## src/rtl/mriscv_pkg.sv

```systemverilog
`default_nettype none
//============================================================================
// Module      : mriscv_pkg
// Description : Shared constants for the mriscv core. Holds the canonical
//               NOP encoding, the base opcode map, the fetch-stage state
//               encoding and a small address helper.
// Revision    : 1.0  initial release
//============================================================================
package mriscv_pkg;

    // addi x0, x0, 0
    localparam logic [31:0] NOP_INSTR = 32'h0000_0013;

    localparam logic [6:0] OP_R      = 7'b0110011;
    localparam logic [6:0] OP_I      = 7'b0010011;
    localparam logic [6:0] OP_LOAD   = 7'b0000011;
    localparam logic [6:0] OP_STORE  = 7'b0100011;
    localparam logic [6:0] OP_BRANCH = 7'b1100011;
    localparam logic [6:0] OP_JAL    = 7'b1101111;
    localparam logic [6:0] OP_JALR   = 7'b1100111;
    localparam logic [6:0] OP_LUI    = 7'b0110111;
    localparam logic [6:0] OP_AUIPC  = 7'b0010111;

    typedef enum logic [1:0] {
        ST_BOOT  = 2'd0,
        ST_RUN   = 2'd1,
        ST_FAULT = 2'd2
    } fetch_state_e;

    // Sequential word address; wraps 32'hFFFF_FFFC -> 0 by natural overflow.
    function automatic logic [31:0] next_word_addr(input logic [31:0] a);
        return a + 32'd4;
    endfunction

endpackage
`default_nettype wire

```

## src/rtl/ifetch_skid_buf.sv

```systemverilog
`default_nettype none
//============================================================================
// Module      : ifetch_skid_buf
// Description : Small circular FIFO holding {pc, instr} pairs for responses
//               that decode could not take yet. Supports simultaneous
//               push/pop and a synchronous flush that empties it.
// Ports       : clk, rst_n (async active-low), push_i/din_i, pop_i/dout_o,
//               flush_i, full_o, empty_o, count_o
// Revision    : 1.0  initial release
//============================================================================
module ifetch_skid_buf #(
    parameter int DEPTH = 2,
    parameter int WIDTH = 64
) (
    input  logic                           clk,
    input  logic                           rst_n,
    input  logic                           push_i,
    input  logic [WIDTH-1:0]               din_i,
    input  logic                           pop_i,
    input  logic                           flush_i,
    output logic [WIDTH-1:0]               dout_o,
    output logic                           full_o,
    output logic                           empty_o,
    output logic [$clog2(DEPTH+1)-1:0]     count_o
);
    localparam int PW = (DEPTH > 1) ? $clog2(DEPTH) : 1;
    localparam int CW = $clog2(DEPTH + 1);

    logic [WIDTH-1:0] mem_q [DEPTH];
    logic [PW-1:0]    wr_q, rd_q;
    logic [CW-1:0]    cnt_q;
    logic             w_do_push, w_do_pop;

    function automatic logic [PW-1:0] ptr_inc(input logic [PW-1:0] p);
        return (p == PW'(DEPTH - 1)) ? '0 : p + PW'(1);
    endfunction

    assign w_do_pop  = pop_i && (cnt_q != '0);
    // A push into a full buffer is allowed only when a pop frees a slot.
    assign w_do_push = push_i && ((cnt_q != CW'(DEPTH)) || w_do_pop);

    always_ff @(posedge clk or negedge rst_n) begin
        if (!rst_n) begin
            wr_q  <= '0;
            rd_q  <= '0;
            cnt_q <= '0;
            for (int i = 0; i < DEPTH; i++) mem_q[i] <= '0;
        end else if (flush_i) begin
            wr_q  <= '0;
            rd_q  <= '0;
            cnt_q <= '0;
        end else begin
            if (w_do_push) begin
                mem_q[wr_q] <= din_i;
                wr_q        <= ptr_inc(wr_q);
            end
            if (w_do_pop) rd_q <= ptr_inc(rd_q);
            cnt_q <= cnt_q + CW'(w_do_push) - CW'(w_do_pop);
        end
    end

    assign dout_o  = mem_q[rd_q];
    assign full_o  = (cnt_q == CW'(DEPTH));
    assign empty_o = (cnt_q == '0);
    assign count_o = cnt_q;

endmodule
`default_nettype wire

```

## src/rtl/instr_fetch.sv

```systemverilog
`default_nettype none
//============================================================================
// Module      : instr_fetch
// Description : Fetch stage. Owns the PC, issues one-word reads over a
//               req/gnt + rvalid handshake, buffers returned words with their
//               PC and presents {instr, pc, instr_valid} to decode. Decode
//               redirects with redirect_valid/redirect_pc; stall freezes the
//               decode-facing outputs.
// Ports       : clk, reset (async active-low)
//               imem_req/imem_addr (out), imem_gnt/imem_rvalid/imem_rdata (in)
//               stall, redirect_valid, redirect_pc (in)
//               instr, pc, instr_valid, fetch_fault (out)
// Config      : IFETCH_ALIGN_CHECK_EN - misaligned redirect parks the stage
//               in FAULT with fetch_fault=1 instead of aligning the target.
// Revision    : 1.0  initial release
//============================================================================
module instr_fetch
    import mriscv_pkg::*;
#(
    parameter logic [31:0] RESET_PC  = 32'h0000_0000,
    parameter int          MAX_OUTST = 2
) (
    input  logic        clk,
    input  logic        reset,
    output logic        imem_req,
    output logic [31:0] imem_addr,
    input  logic        imem_gnt,
    input  logic        imem_rvalid,
    input  logic [31:0] imem_rdata,
    input  logic        stall,
    input  logic        redirect_valid,
    input  logic [31:0] redirect_pc,
    output logic [31:0] instr,
    output logic [31:0] pc,
    output logic        instr_valid,
    output logic        fetch_fault
);
    localparam int CW = $clog2(MAX_OUTST + 1);
    localparam int SW = CW + 1;

    fetch_state_e  state_q, state_d;
    logic          req_q;
    logic [31:0]   addr_q;
    logic [31:0]   rsp_pc_q;      // PC of the next live response
    logic [CW-1:0] outst_q;       // granted, not yet returned (live + doomed)
    logic [CW-1:0] drop_q;        // oldest outstanding responses to discard
    logic [31:0]   instr_q, pc_q;
    logic          valid_q;

    logic          w_fire, w_rv_acc, w_rv_live;
    logic          w_pop, w_bypass, w_push, w_space, w_misaligned;
    logic [CW-1:0] w_outst_nxt, w_fifo_cnt, w_fifo_cnt_nxt;
    logic [31:0]   w_target;
    logic [63:0]   w_head;
    logic          w_fifo_empty, w_fifo_full;

`ifdef IFETCH_ALIGN_CHECK_EN
    logic fault_q;
    assign w_target     = redirect_pc;
    assign w_misaligned = redirect_valid && (redirect_pc[1:0] != 2'b00);
    assign fetch_fault  = fault_q;
`else
    assign w_target     = redirect_pc & 32'hFFFF_FFFC;
    assign w_misaligned = 1'b0;
    assign fetch_fault  = 1'b0;
`endif

    assign w_fire    = req_q && imem_gnt;
    // An rvalid with nothing outstanding is a protocol error and is ignored.
    assign w_rv_acc  = imem_rvalid && (outst_q != '0);
    // Redirect kills a same-cycle response as well as the doomed ones.
    assign w_rv_live = w_rv_acc && (drop_q == '0) && !redirect_valid;

    assign w_pop    = !redirect_valid && !stall && !w_fifo_empty;
    // Empty buffer: a live response goes straight to the output register so
    // the best-case gnt -> instr_valid latency is two cycles.
    assign w_bypass = !redirect_valid && !stall && w_fifo_empty && w_rv_live;
    assign w_push   = w_rv_live && !w_bypass;

    assign w_outst_nxt    = outst_q + CW'(w_fire) - CW'(w_rv_acc);
    assign w_fifo_cnt_nxt = redirect_valid ? '0
                          : w_fifo_cnt + CW'(w_push) - CW'(w_pop);
    // Doomed responses still count so the buffer can never overflow.
    assign w_space = (SW'(w_outst_nxt) + SW'(w_fifo_cnt_nxt)) < SW'(MAX_OUTST);

    always_comb begin
        state_d = state_q;
        if (redirect_valid)            state_d = w_misaligned ? ST_FAULT : ST_RUN;
        else if (state_q == ST_BOOT)   state_d = ST_RUN;
    end

    ifetch_skid_buf #(
        .DEPTH (MAX_OUTST),
        .WIDTH (64)
    ) u_skid (
        .clk     (clk),
        .rst_n   (reset),
        .push_i  (w_push),
        .din_i   ({rsp_pc_q, imem_rdata}),
        .pop_i   (w_pop),
        .flush_i (redirect_valid),
        .dout_o  (w_head),
        .full_o  (w_fifo_full),
        .empty_o (w_fifo_empty),
        .count_o (w_fifo_cnt)
    );

    always_ff @(posedge clk or negedge reset) begin
        if (!reset) begin
            state_q  <= ST_BOOT;
            req_q    <= 1'b0;
            addr_q   <= RESET_PC;
            rsp_pc_q <= RESET_PC;
            outst_q  <= '0;
            drop_q   <= '0;
            instr_q  <= NOP_INSTR;
            pc_q     <= RESET_PC;
            valid_q  <= 1'b0;
`ifdef IFETCH_ALIGN_CHECK_EN
            fault_q  <= 1'b0;
`endif
        end else begin
            state_q <= state_d;
            // Next-state counts are used, so an ungranted request stays up
            // (its sum can only shrink) and a redirect re-evaluates it.
            req_q   <= (state_d == ST_RUN) && w_space;

            if (redirect_valid && !w_misaligned) addr_q <= w_target;
            else if (w_fire)                     addr_q <= next_word_addr(addr_q);

            outst_q <= w_outst_nxt;
            if (redirect_valid)                     drop_q <= w_outst_nxt;
            else if (w_rv_acc && (drop_q != '0))    drop_q <= drop_q - CW'(1);

            if (redirect_valid)  rsp_pc_q <= w_target;
            else if (w_rv_live)  rsp_pc_q <= next_word_addr(rsp_pc_q);

            if (redirect_valid) begin
                valid_q <= 1'b0;
                instr_q <= NOP_INSTR;
            end else if (!stall) begin
                if (!w_fifo_empty) begin
                    pc_q    <= w_head[63:32];
                    instr_q <= w_head[31:0];
                    valid_q <= 1'b1;
                end else if (w_rv_live) begin
                    pc_q    <= rsp_pc_q;
                    instr_q <= imem_rdata;
                    valid_q <= 1'b1;
                end else begin
                    valid_q <= 1'b0;
                    instr_q <= NOP_INSTR;
                end
            end

`ifdef IFETCH_ALIGN_CHECK_EN
            if (redirect_valid) fault_q <= w_misaligned;
`endif
        end
    end

    assign imem_req    = req_q;
    assign imem_addr   = addr_q;
    assign instr       = instr_q;
    assign pc          = pc_q;
    assign instr_valid = valid_q;

`ifndef SYNTHESIS
    a_rvalid_no_outst: assert property (@(posedge clk) disable iff (!reset)
        !(imem_rvalid && (outst_q == '0)))
        else $error("imem_rvalid with no outstanding request");
    a_no_overflow: assert property (@(posedge clk) disable iff (!reset)
        !(w_push && w_fifo_full && !w_pop))
        else $error("skid buffer push while full");
`endif

endmodule
`default_nettype wire

```

## config.mk

```make
export PLATFORM = sky130hd
export DESIGN_NAME = instr_fetch
export DESIGN_NICKNAME = d
export VERILOG_FILES = /design/src/rtl/mriscv_pkg.sv /design/src/rtl/ifetch_skid_buf.sv /design/src/rtl/instr_fetch.sv
export SDC_FILE = /design/constraint.sdc
export NUM_CORES = 1
export LEC_CHECK = 0
export CAP_MARGIN = 10
export CORE_UTILIZATION = 40
export CTS_BUF_LIST = sky130_fd_sc_hd__clkbuf_2 sky130_fd_sc_hd__clkbuf_4 sky130_fd_sc_hd__clkbuf_8
export DETAILED_ROUTE_END_ITERATION = 16
export PLACE_DENSITY = 0.72
export RECOVER_POWER = 25
export SETUP_SLACK_MARGIN = 0.5
export SYNTH_ARGS = -nofsm -noshare
export SYNTH_HDL_FRONTEND = slang
export SYNTH_SLANG_ARGS = --single-unit
```

## constraint.sdc

```tcl
create_clock -name clk -period 4 [get_ports clk]
set_input_delay 1.2 -clock clk [delete_from_list [all_inputs] [get_ports clk]]
set_output_delay 1.2 -clock clk [all_outputs]
set_load 0.01 [all_outputs]
```

Word level (Yosys, flattened, before mapping)
Cells that the tools add are included.
- register bits: 268
- input bits: 70
- output and inout port bits: 99
- logic and storage cells: 102
- add/sub/neg operators: 12
- magnitude comparators: 4
- equality and inequality tests: 4
- multiplexer cells: 32
- bitwise gates (word level): 4
- reduce and logical (&&, ||, !) cells: 32
- operator list (cell ; number):
    $mux W32 ; 10
    $mux W64 ; 4
    $bwmux W128 ; 1
    $add A32 B3 Y32 const B ; 2
    $demux W64 S1 ; 1
    $reduce_bool A2 Y1 ; 8
    $logic_and A1 B1 Y1 ; 14
    $mux W2 ; 6
    $mux W1 ; 10
    $add A2 B1 Y2 ; 3
    $logic_not A2 Y1 ; 3
    $sub A2 B1 Y2 ; 3
    $ge A2 B2 Y1 const B ; 2
    $logic_not A1 Y1 ; 4
    $ne A2 B2 Y1 const B ; 2
    $not A1 Y2 ; 2
    $add A2 B2 Y3 ; 1
    $lt A3 B2 Y1 const B ; 1
    $reduce_and A3 Y1 ; 1
    $add A1 B1 Y1 const B ; 2
    $eq A2 B1 Y1 const B ; 1
    $lt A2 B1 Y1 const B ; 1
    $ne A2 B1 Y1 const B ; 1
    $not A1 Y1 ; 2
    other kinds (3) ; 3

Depth between registers and ports, before layout
- depth after elaboration: 13
- gate-level depth with buffers: 13
- depth with buffers taken out: 11

By module
From an unflattened synthesis, not the netlist that was laid out.
- cells, all modules: 1048
- area, all modules: 12741.0 µm²
- modules (own cells, without submodules) (module ; instances ; cells each ; area each (µm²) ; seq. area each (µm²)):
    instr_fetch ; 1 ; 678 ; 6791.5 ; 3281.9
    ifetch_skid_buf ; 1 ; 370 ; 5949.5 ; 3303.2

Worst setup path after synthesis
OpenSTA, ideal clock, no wires.
- path type: input to register
- start: in stall
- end: reg req_q, in the netlist imem_req
- library setup time: 0.086 ns
- arrival time: 3.420 ns
- required time: 3.914 ns
- path slack: 0.494 ns
- cell stages on the path: 12
- cell sequence: clkbuf_1 -> nor2_1 -> nand2_1 -> clkbuf_1 -> inv_1 -> ha_1 -> inv_1 -> ha_1 -> xnor2_1 -> nor2_1 -> fa_1 -> nor3_1
- word-level cells in the longest chain between the ends: 12
- RTL lines (element ; line ; source):
    start: declaration ; instr_fetch.sv:30 ; input logic stall,
    $logic_not A1 Y1 * ; - ;
    $logic_and A1 B1 Y1 * ; instr_fetch.sv:74, instr_fetch.sv:77 ;
    $logic_and A1 B1 Y1 (2 in a row) ; instr_fetch.sv:77 ; assign w_bypass = !redirect_valid && !stall && w_fifo_empty && w_rv_live;
    $logic_not A1 Y1 ; instr_fetch.sv:78 ; assign w_push = w_rv_live && !w_bypass;
    $logic_and A1 B1 Y1 ; instr_fetch.sv:78 ;
    $add A2 B1 Y2 ; instr_fetch.sv:82 ; : w_fifo_cnt + CW'(w_push) - CW'(w_pop);
    $sub A2 B1 Y2 * ; instr_fetch.sv:82 ;
    $mux W2 * ; instr_fetch.sv:81 ; assign w_fifo_cnt_nxt = redirect_valid ? '0
    $add A2 B2 Y3 * ; instr_fetch.sv:84 ; assign w_space = (SW'(w_outst_nxt) + SW'(w_fifo_cnt_nxt)) < SW'(MAX_OUTST);
    $lt A3 B2 Y1 * ; instr_fetch.sv:84 ;
    $logic_and A1 B1 Y1 * ; instr_fetch.sv:126 ; req_q <= (state_d == ST_RUN) && w_space;
    end signal: assignment ; instr_fetch.sv:126 ;
    end: declaration ; instr_fetch.sv:42 ; logic req_q;
Every way passes the cells marked *; elsewhere a longest branch is shown, timed or not.
A chain may end at the register's enable or synchronous reset.

Worst setup path after layout
Ends and elaborated chain as after synthesis.

==> results by group <==
Floorplan
  – Row count: 63
  – Core footprint: 30,000 µm²
  – Die H: 177 µm
  – IO Pins: 169
  – Starting Density: 41.0%
  – Die area: 31,400 µm²
  – Die width: 177 µm

CTS
  – TritonCTS Buffers: 44
  – CTS clock-pin slew for the worst setup and hold paths: 0.06 ns
  – Hold_buf cts: 0
  – Clock Path Buffers: 3
  – Clock sinks: 257
  – CTS H-tree depth: 2
  – Post-CTS Resized: 0
  – Worst-Skew Late Latency: 0.56 ns
  – CTS root buf: clkbuf_8
  – Postcts setup bufs: 0
  – CTS tree: yes

Synthesis
  – Sequential fraction of the synthesis area: 52.4%
  – Count leader, synth: dfrtp_1
  – Cell taking the most area after synthesis: dfrtp_1
  – Top_reg_cell synth: dfrtp_1
  – Synth Warn #: 0
  – Synth Instances: 1,102
  – Post-synth top cells: 254 x dfrtp_1, 136 x mux2_2, 94 x nor2_1, 66 x mux2i_1, 65 x nand2_1
  – Avg Inst Size Synth: 11.1 µm²
  – Area contributors post-synth: dfrtp_1 52%, mux2_2 12%, mux2i_1 5.4%, nor2_1 2.9%, a221o_1 2.2%
  – Register bit count reported by yosys: 257
  – Synth unique cells: 57
  – Synthesized area: 12,300 µm²
  – Asr flop ratio synth: 100%
  – Post-synth EDFFs: 0
  – Yosys top cell area share: 51.8%

Global route
  – First-pass GRT wire length: 48,700 µm
  – Initial antenna violation count: 0
  – Number of global-route vias before repair: 9,126
  – Pin count of the biggest net entering global routing: 80
  – GRT overflow: 0
  – GRT Util Overall: 19.5%

STA
  – RSZ-0062 raised after global routing: false
  – Slew HR: -38.7%
  – Period utilization: 77.0%
  – Final setup fails: 0
  – Skew final: 0.0234 ns
  – Final Hold Viols: 0
  – Sum Neg Setup Slack: 0 ns
  – Slew @ Worst Pin: 2.08 ns
  – Max-slew violations: 78
  – Fmax: 325 MHz
  – Min Tclk post-route: 3.08 ns

Setup path
  – Reg2Reg Capture Point: imem_req$_DFF_PN0_
  – Crit end category: flop
  – Reg2Reg Setup Slack: 1.41 ns
  – Setup crit start kind: input pin
  – Worst path required time: 4.46 ns
  – Data arrival time of the worst path: 3.54 ns
  – Critical path origin: stall
  – Largest fanout on the critical path: 6
  – Reg-to-Reg Start: u_skid.count_o[1]$_DFF_PN0_
  – Critical path class: input pin to flop
  – Reg2Reg Depth: 10

Cells and area
  – Total Nets Final: 1,326
  – Share of post-route cells with drive strength above 1: 19.4%
  – Area grow syn2layout: 23.5%
  – Ant diodes: 0
  – Design area: 15,200 µm²
  – Non-filler cells, final: 1,666

Min path
  – WHS Endpoint: pc[18]$_DFFE_PN0P_
  – Hold Crit Start: pc[18]$_DFFE_PN0P_
  – Hold Crit Depth: 2
  – Worst Hold Class: flop to flop

Drt
  – Routed len/inst: 18.1 µm
  – TritonRoute pass-1 iters: 4
  – DRT Wirelength: 30,200 µm
  – Initial drt markers: 580
  – Via-per-instance ratio: 5.56
  – Via count: 9,255
  – DRC viols: 0
  – ANT nets after route: 0

Placed design
  – DP Area: 14,300 µm²
  – HPWL Detailed: 19,800 µm
  – I/O Buffers: 161
  – Placer Congestion: 0.819
  – Placed cells: 1,590

Pwr
  – Power consumption: 8.51 mW
  – Pwr dens: 561 nW/µm²
  – Lkg Pwr: 6.43 nW
  – Max IR drop VDD: 0.392 mV

Status
  – Status: finished, violations left
  – Failing checks: capacitance limit, slew limit

Flow run
  – Max-cap viol count: 1
==> per-stage QoR <==
stage	util [%]	hold slack, ns	worst slack [ns]
floorplan	-	0.479	0.563
global placement	47.6	0.464	0.386
detailed placement	47.6	0.467	0.340
CTS	50.7	0.483	0.954
global route	50.6	0.509	0.683
finish	50.6	0.476	0.921
==> placed cells by master, fill, tap and decap left out, types with 14 or more instances in the layout <==
master,n
mux2i_1,66
nand3_1,19
a21oi_1,48
o21ai_0,42
nor2_1,93
nor4_1,21
a211oi_1,14
nor3_1,25
dfrtp_1,253
a221o_1,27
mux2_2,136
clkbuf_8,53
nand4_1,15
nand2_1,64
inv_1,18
clkdlybuf4s50_1,159
xnor2_1,17
a31oi_1,16
==> critical path, stage by stage <==
cell and delay, ns:
clkdlybuf4s50_1 0.54, nor2_1 0.29, nand2_1 0.11, inv_1 0.10
ha_1 0.23, inv_1 0.06, ha_1 0.15, xnor2_1 0.12
nor2_1 0.07, fa_1 0.48, nor3_1 0.18
==> layout make-up <==
class | count | area [µm²]
sequential | 257 | 6440
inverter | 19 | 71.3
multi-input combinational | 744 | 5450
fill | 2667 | 14800
clock buffer | 65 | 820
tap | 390 | 488
clock inverter | 11 | 91.3
timing repair buffer | 180 | 1800
==> sequential cells by signal (all words and copies together), names as in the netlist <==
signal	count
u_skid.mem_q	124
instr	32
imem_addr	30
pc	30
rsp_pc_q	30
drop_q	2
outst_q	2
u_skid.count_o	2
imem_req	1
instr_valid	1
state_q	1
u_skid.rd_q	1
u_skid.wr_q	1
==> kinds of logic (layout without fill, tap and decap cells) <==
logic type      Yosys count  count (layout)  synth area share [%]
other cells               1               5                0.0305
mux                     202             202                  17.8
simple gates            309             309                  12.6
compound gates          193             193                  10.7
buf+inv                 105             275                  3.58
fa+ha+maj                10              10                  1.08
flops                   257             257                  52.4
xor+xnor                 25              25                  1.78
==> worst max path at each step <==
| stage | to | slack, ns | cells after the start |
|---|---|---|---|
| final | imem_req$_DFF_PN0_ | 0.92 | 11 |
| after global routing | pc[27]$_DFFE_PN0P_ | 0.68 | 2 |
| after global placement | imem_req$_DFF_PN0_ | 0.39 | 11 |
| after floorplan | imem_req$_DFF_PN0_ | 0.56 | 11 |
| after CTS | imem_req$_DFF_PN0_ | 0.95 | 11 |
| after detailed placement | imem_req$_DFF_PN0_ | 0.34 | 9 |
==> where the power goes <==
part	switching [mW]	internal [mW]
Combinational	0.986	1.23
Clock	1.07	1.38
Sequential	0.513	3.32
Total	2.57	5.94
==> per-layer routing <==
layer	vias to the layer above	wire length (µm)	track usage, %
li1	4322	-	-
met1	4631	13700	27.1
met2	246	14200	30.7
met3	56	1420	3.05
met4	0	808	6.97
met5	-	0	0
Note: power is estimated with default switching activity, not from simulation.
